$ cat src/rtl/mmio_ctrl_if.sv
// Bus bundle between the memory stage / UART and the MMIO controller.
// The master side drives requests and UART inputs; the slave side is mmio_ctrl.
interface mmio_ctrl_if;
  logic [31:0] req_addr;
  logic        req_re;
  logic        req_we;
  logic [31:0] req_wdata;
  logic        inst_retire;
  logic [31:0] rdata;
  logic [7:0]  uart_rx_data_out;
  logic        uart_rx_data_out_valid;
  logic        uart_rx_data_out_ready;
  logic [7:0]  uart_tx_data_in;
  logic        uart_tx_data_in_valid;
  logic        uart_tx_data_in_ready;

  modport master (
    output req_addr, req_re, req_we, req_wdata, inst_retire,
    output uart_rx_data_out, uart_rx_data_out_valid, uart_tx_data_in_ready,
    input  rdata, uart_rx_data_out_ready, uart_tx_data_in, uart_tx_data_in_valid
  );

  modport slave (
    input  req_addr, req_re, req_we, req_wdata, inst_retire,
    input  uart_rx_data_out, uart_rx_data_out_valid, uart_tx_data_in_ready,
    output rdata, uart_rx_data_out_ready, uart_tx_data_in, uart_tx_data_in_valid
  );
endinterface

$ cat src/rtl/mmio_ctrl.sv
// Memory-mapped I/O controller: UART status/RX/TX registers plus free-running
// cycle and retired-instruction counters behind a small fixed address window.
module mmio_ctrl #(
  parameter int unsigned RX_DEPTH  = 4,
  parameter logic [31:0] MMIO_BASE = 32'h8000_0000
) (
  input logic        clk,
  input logic        rst,
  mmio_ctrl_if.slave bus
);

  localparam int unsigned PTR_W = (RX_DEPTH > 1) ? $clog2(RX_DEPTH) : 1;

  localparam logic [31:0] ADDR_STATUS = MMIO_BASE + 32'h00;
  localparam logic [31:0] ADDR_RXDATA = MMIO_BASE + 32'h04;
  localparam logic [31:0] ADDR_TXDATA = MMIO_BASE + 32'h08;
  localparam logic [31:0] ADDR_CYCLE  = MMIO_BASE + 32'h10;
  localparam logic [31:0] ADDR_RETIRE = MMIO_BASE + 32'h14;
  localparam logic [31:0] ADDR_CLEAR  = MMIO_BASE + 32'h18;

  localparam logic [PTR_W:0]   RX_FULL = (PTR_W+1)'(RX_DEPTH);
  localparam logic [PTR_W:0]   CNT_ONE = (PTR_W+1)'(1);
  localparam logic [PTR_W-1:0] PTR_ONE = PTR_W'(1);

  logic [7:0]       rx_mem [RX_DEPTH];
  logic [PTR_W-1:0] rx_wr_ptr;
  logic [PTR_W-1:0] rx_rd_ptr;
  logic [PTR_W:0]   rx_count;

  logic             tx_pending;
  logic [7:0]       tx_byte;

  logic [31:0]      cycle_cnt;
  logic [31:0]      retire_cnt;
  logic [31:0]      rdata_q;
  logic [31:0]      load_data;

  logic hit_status, hit_rxdata, hit_txdata, hit_cycle, hit_retire, hit_clear;
  logic rx_valid, rx_ready, tx_ready;
  logic rx_push, rx_pop, tx_store, tx_done, cnt_clear;
  logic wdata_unused;

  // Exact 32-bit address decode; anything else falls through as unmapped.
  assign hit_status = (bus.req_addr == ADDR_STATUS);
  assign hit_rxdata = (bus.req_addr == ADDR_RXDATA);
  assign hit_txdata = (bus.req_addr == ADDR_TXDATA);
  assign hit_cycle  = (bus.req_addr == ADDR_CYCLE);
  assign hit_retire = (bus.req_addr == ADDR_RETIRE);
  assign hit_clear  = (bus.req_addr == ADDR_CLEAR);

  assign rx_valid = (rx_count != '0);
  assign rx_ready = (rx_count != RX_FULL);
  assign tx_ready = !tx_pending && bus.uart_tx_data_in_ready;

  assign rx_push   = bus.uart_rx_data_out_valid && rx_ready;
  assign rx_pop    = bus.req_re && hit_rxdata && rx_valid;
  assign tx_store  = bus.req_we && hit_txdata && !tx_pending;
  assign tx_done   = tx_pending && bus.uart_tx_data_in_ready;
  assign cnt_clear = bus.req_we && hit_clear;

  assign wdata_unused = ^bus.req_wdata[31:8];

  assign bus.rdata                  = rdata_q;
  assign bus.uart_rx_data_out_ready = rx_ready;
  assign bus.uart_tx_data_in_valid  = tx_pending;
  assign bus.uart_tx_data_in        = tx_byte;

  // Select the value a load would return this cycle; write-only and unmapped read as zero.
  always_comb begin
    load_data = '0;
    if (hit_status) begin
      load_data = {30'b0, rx_valid, tx_ready};
    end else if (hit_rxdata) begin
      load_data = rx_valid ? {24'b0, rx_mem[rx_rd_ptr]} : 32'b0;
    end else if (hit_cycle) begin
      load_data = cycle_cnt;
    end else if (hit_retire) begin
      load_data = retire_cnt;
    end
  end

  // Registered load result, held until the next load.
  always_ff @(posedge clk) begin
    if (rst) begin
      rdata_q <= '0;
    end else if (bus.req_re) begin
      rdata_q <= load_data;
    end
  end

  // RX FIFO storage; contents are don't-care once the pointers are reset.
  always_ff @(posedge clk) begin
    if (!rst && rx_push) begin
      rx_mem[rx_wr_ptr] <= bus.uart_rx_data_out;
    end
  end

  // RX FIFO pointers and occupancy; power-of-two depth lets pointers wrap naturally.
  always_ff @(posedge clk) begin
    if (rst) begin
      rx_wr_ptr <= '0;
      rx_rd_ptr <= '0;
      rx_count  <= '0;
    end else begin
      if (rx_push) begin
        rx_wr_ptr <= rx_wr_ptr + PTR_ONE;
      end
      if (rx_pop) begin
        rx_rd_ptr <= rx_rd_ptr + PTR_ONE;
      end
      if (rx_push && !rx_pop) begin
        rx_count <= rx_count + CNT_ONE;
      end else if (rx_pop && !rx_push) begin
        rx_count <= rx_count - CNT_ONE;
      end
    end
  end

  // Single-entry TX holding register; stores while busy are dropped.
  always_ff @(posedge clk) begin
    if (rst) begin
      tx_pending <= 1'b0;
      tx_byte    <= '0;
    end else if (tx_store) begin
      tx_byte    <= bus.req_wdata[7:0];
      tx_pending <= 1'b1;
    end else if (tx_done) begin
      tx_pending <= 1'b0;
    end
  end

  // Performance counters; a clear store wins over the same-cycle increment.
  always_ff @(posedge clk) begin
    if (rst) begin
      cycle_cnt  <= '0;
      retire_cnt <= '0;
    end else if (cnt_clear) begin
      cycle_cnt  <= '0;
      retire_cnt <= '0;
    end else begin
      cycle_cnt  <= cycle_cnt + 32'd1;
      retire_cnt <= retire_cnt + {31'b0, bus.inst_retire};
    end
  end

endmodule

$ cat src/flat_wrapper.sv
// flat-port wrapper written by rule: the top's interface ports become plain ports
module mmio_ctrl_flat 
#(
  parameter int unsigned RX_DEPTH  = 4,
  parameter logic [31:0] MMIO_BASE = 32'h8000_0000
)
  (clk, rst, bus_req_addr, bus_req_re, bus_req_we, bus_req_wdata, bus_inst_retire, bus_uart_rx_data_out, bus_uart_rx_data_out_valid, bus_uart_tx_data_in_ready, bus_rdata, bus_uart_rx_data_out_ready, bus_uart_tx_data_in, bus_uart_tx_data_in_valid);
  mmio_ctrl_if bus_i ();
  input logic clk;
  input logic rst;
  input wire logic [$bits(bus_i.req_addr)-1:0] bus_req_addr;
  input wire logic [$bits(bus_i.req_re)-1:0] bus_req_re;
  input wire logic [$bits(bus_i.req_we)-1:0] bus_req_we;
  input wire logic [$bits(bus_i.req_wdata)-1:0] bus_req_wdata;
  input wire logic [$bits(bus_i.inst_retire)-1:0] bus_inst_retire;
  input wire logic [$bits(bus_i.uart_rx_data_out)-1:0] bus_uart_rx_data_out;
  input wire logic [$bits(bus_i.uart_rx_data_out_valid)-1:0] bus_uart_rx_data_out_valid;
  input wire logic [$bits(bus_i.uart_tx_data_in_ready)-1:0] bus_uart_tx_data_in_ready;
  output wire logic [$bits(bus_i.rdata)-1:0] bus_rdata;
  output wire logic [$bits(bus_i.uart_rx_data_out_ready)-1:0] bus_uart_rx_data_out_ready;
  output wire logic [$bits(bus_i.uart_tx_data_in)-1:0] bus_uart_tx_data_in;
  output wire logic [$bits(bus_i.uart_tx_data_in_valid)-1:0] bus_uart_tx_data_in_valid;
  assign bus_i.req_addr = bus_req_addr;
  assign bus_i.req_re = bus_req_re;
  assign bus_i.req_we = bus_req_we;
  assign bus_i.req_wdata = bus_req_wdata;
  assign bus_i.inst_retire = bus_inst_retire;
  assign bus_i.uart_rx_data_out = bus_uart_rx_data_out;
  assign bus_i.uart_rx_data_out_valid = bus_uart_rx_data_out_valid;
  assign bus_i.uart_tx_data_in_ready = bus_uart_tx_data_in_ready;
  assign bus_rdata = bus_i.rdata;
  assign bus_uart_rx_data_out_ready = bus_i.uart_rx_data_out_ready;
  assign bus_uart_tx_data_in = bus_i.uart_tx_data_in;
  assign bus_uart_tx_data_in_valid = bus_i.uart_tx_data_in_valid;
  mmio_ctrl #(.RX_DEPTH(RX_DEPTH), .MMIO_BASE(MMIO_BASE)) u_core (.clk(clk), .rst(rst), .bus(bus_i));
endmodule
$ cat config.mk
export PLATFORM = sky130hd
export DESIGN_NAME = mmio_ctrl_flat
export DESIGN_NICKNAME = d
export VERILOG_FILES = /design/src/rtl/mmio_ctrl_if.sv /design/src/rtl/mmio_ctrl.sv /design/src/flat_wrapper.sv
export SDC_FILE = /design/constraint.sdc
export NUM_CORES = 1
export LEC_CHECK = 0
export CORE_MARGIN = 1.5
export CORE_UTILIZATION = 50
export DETAILED_ROUTE_END_ITERATION = 10
export PLACE_DENSITY = 0.8
export SETUP_SLACK_MARGIN = 0.1
export SKIP_LAST_GASP = 1
export SLEW_MARGIN = 20
export SYNTH_ARGS = -nofsm -noshare
export SYNTH_HDL_FRONTEND = slang
export SYNTH_SLANG_ARGS = --single-unit
$ cat constraint.sdc
create_clock -name clk -period 3.95 [get_ports clk]
set_input_delay 0.395 -clock clk [delete_from_list [all_inputs] [get_ports clk]]
set_output_delay 0.395 -clock clk [all_outputs]
set_load 0.005 [all_outputs]
==> summary.txt <==
Worst setup path
  – WP data required: 4.31 ns
  – Crit path largest cell delay: 0.59 ns
  – Worst Path Buf+Inv: 4
  – Worst path slowest cell: or4_1
  – Worst Setup End Kind: flop
  – Critical-path cell list: clkdlybuf4s50_1 -> buf_4 -> or4_1 -> nand2b_1 -> nor4_2 -> inv_1 -> ha_1 -> inv_1 -> fa_1 -> xor2_1 -> or3_1 -> a21oi_1
  – Data arrival time of the worst path: 3.18 ns
  – Crit-path max FO: 15
  – Kind of critical path: input port to flop
  – Most frequent CP cell: inv_1
  – CP startpoint kind: input port
  – Delay-heaviest family, CP: simple AND/OR/NAND/NOR gates

Cells and area
  – Layout cell share with drive strength beyond 1: 7.59%
  – Filler instances: 1015
  – Nets: 826
  – Non-Filler Instances: 923
  – Area Growth Syn to Fin: 26.6%
  – Diode count: 0

Floorplanning
  – Row Count: 41
  – Die height: 116 um
  – Die area: 0.0134 mm^2
  – Core area: 0.0125 mm^2
  – Num ports: 121
  – Die width: 116 um
  – Starting Density: 50.8%

Clock network
  – Clk_lat worst skew: 0.42 ns
  – Hold_buf cts: 0
  – Clk root buf: clkbuf_16
  – Clock Tree Buf Depth: 2
  – H-tree level count: 4
  – Clk sinks: 146
  – CTS Buf Count: 17
  – Clk slew on worst S/H paths: 0.06 ns
  – Post-cts sizing count: 0
  – CTS tree: done
  – Setup bufs post-CTS: 0

Timing
  – Fin. max-slew vios: 0
  – Worst Tran Pin Value: 1.05 ns
  – Maximum clock frequency: 354 MHz
  – Fin crit share: 71.5%
  – Worst Clk Skew: 0.00892 ns
  – RSZ-0062 raised after global routing: false
  – Rel. slew slack: 29.7%
  – Final setup fails: 0
  – Min cycle time layout: 2.83 ns
  – Final Hold Viols: 0
  – Setup TNS Final: 0 ns

Flow run
  – Max-cap viol count: 0

Route
  – DRC: 0
  – Initial DRC count: 368
  – Via Count: 5040
  – Remaining antenna violation count: 0
  – Final WL: 14400 um
  – First drt pass iteration count: 5
  – Vias per cell: 5.46
  – Drt wl/cell: 15.6 um

Placement
  – Post-DP HPWL: 10100 um
  – PortBufs: 96
  – Final Wtd Congestion: 0.780
  – Placed Cells: 891

Power
  – Maximum vdd drop: 0.000513 V
  – Leak: 2.78 nW
  – Power Total: 3.41 mW
  – PwrDens: 423 mW/mm^2

Synthesis
  – Post-synth cell types: 39
  – Async SR Flop Fraction: 0%
  – Mapped Avg Cell Area: 9.83 um^2
  – Post-synth top flop: dfxtp_1
  – YS warnings: 0
  – EDFF count, synth: 32
  – Mapped Nets: 735
  – Synthesis-stage register bit count: 146
  – Syn Inst Count: 647
  – Synthesized area: 0.00636 mm^2
  – Sequential fraction of the synthesis area: 51.0%

GRT
  – Antenna violations before repair: 0
  – Vias in the first global route: 5102
  – GR Overflow Total: 0
  – Global Route Usage Sum: 22.9%
  – Largest net degree at the start of global routing: 65
  – First-pass GRT wire length: 23700 um

Outcome
  – Status: finished clean

Min path
  – Min-Delay Path Class: flop to flop
[per-layer routing]
| layer | share of wire [%] | global-route usage, % | vias up | wire (um) |
|---|---|---|---|---|
| met3 | 6.2 | 7.06 | 26 | 887 |
| met2 | 51 | 40.5 | 170 | 7360 |
| li1 | - | - | 2439 | - |
| met5 | 0 | 0 | - | 0 |
| met1 | 41 | 25.9 | 2405 | 5840 |
| met4 | 2.2 | 8.86 | 0 | 324 |
[cell type report]
class                      count  area, um^2  share of cell area, %
tap                          172         215                   2.67
timing repair buffer         100         986                   12.2
clock inverter                14         166                   2.07
sequential                   146        3240                   40.3
clock buffer                  18         429                   5.33
inverter                      13        48.8                  0.606
multi-input combinational    460        2960                   36.8
[cells in the mapped netlist (2+ instances only)]
library cell | instances | area [um^2]
or2_2 | 2 | 12.5
nor4b_1 | 2 | 17.5
o21ai_1 | 26 | 130
nor2b_1 | 8 | 50.1
nor4_4 | 3 | 63.8
nor4_2 | 4 | 50.1
nand2_1 | 52 | 195
buf_2 | 10 | 50.1
xor2_1 | 42 | 368
xnor2_1 | 22 | 193
mux2i_1 | 33 | 330
a211oi_1 | 6 | 45.0
nor2_1 | 110 | 413
and3_1 | 4 | 25.0
nor4_1 | 9 | 56.3
or4_1 | 2 | 15.0
ha_1 | 8 | 100
and2_1 | 5 | 31.3
dfxtp_1 | 114 | 2280
inv_1 | 13 | 48.8
mux4_2 | 8 | 180
o21ai_0 | 5 | 25.0
nand3_1 | 38 | 190
edfxtp_1 | 32 | 961
clkbuf_1 | 18 | 67.6
nand4_1 | 22 | 138
or3_1 | 2 | 12.5
nor3_1 | 9 | 45.0
a21oi_1 | 23 | 115
and4_1 | 6 | 52.6
[flip-flops by register name, summed over array words and instances, names as in the netlist, named ones only]
register / cells
u_core.bus.rdata: 32
u_core.cycle_cnt: 32
u_core.retire_cnt: 32
u_core.rx_mem: 32
u_core.bus.uart_tx_data_in: 8
u_core.rx_count: 3
u_core.rx_rd_ptr: 2
u_core.rx_wr_ptr: 2
u_core.bus.uart_tx_data_in_valid: 1
[stage by stage]
stage               utilization (%)  worst slack (ns)  cell area, um^2  hold slack, ns
floorplan                         -              1.47             6360           0.442
global placement               59.5             0.776             7450           0.434
detailed placement             59.5             0.692             7450           0.441
CTS                            64.3              1.13             8050           0.452
global route                   64.3             0.969             8050           0.467
finish                         64.3              1.12             8050           0.449
[path summary, 6_finish.rpt]
| kind | slack [ns] | to | start | depth (start not counted) |
|---|---|---|---|---|
| worst max-delay path | 1.12 | u_core.rx_count[2] | bus_req_addr[4] | 12 |
| worst max register to register | 1.61 | u_core.retire_cnt[28] | u_core.retire_cnt[0] | 7 |
| worst min-delay path | 0.45 | u_core.bus.rdata[24] | u_core.bus.rdata[24] | 2 |
| worst min register to register | 0.45 | u_core.bus.rdata[24] | u_core.bus.rdata[24] | 2 |
[cell usage in the layout, fill, tap and decap left out, types with 23 or more instances in the layout]
master           instances
mux2i_1                 33
a21oi_1                 23
nand2_1                 52
dfxtp_1                114
nor2_1                 109
clkdlybuf4s50_1         95
edfxtp_1                32
xor2_1                  42
nand3_1                 38
o21ai_1                 26
[tightest hold or removal path, stage by stage (launching register included)]
cell,delay [ns]
dfxtp_1,0.31
nand2_1,0.05
o21ai_1,0.05
[report_power, final]
group / leakage (nW) / switching [mW] / total [mW] / internal [mW]
clock network: 0.272 / 0.621 / 1.61 / 0.988
registers: 1.21 / 0.0243 / 1.58 / 1.55
logic: 1.30 / 0.114 / 0.220 / 0.106
[logic make-up after synthesis]
group / synth area share (%)
fa+ha+maj: 1.89
xor+xnor: 8.82
compound gates: 5.37
mux: 8.03
buf+inv: 2.62
simple gates: 22.3
flops: 51.0
(Power assumes the default switching activity.)
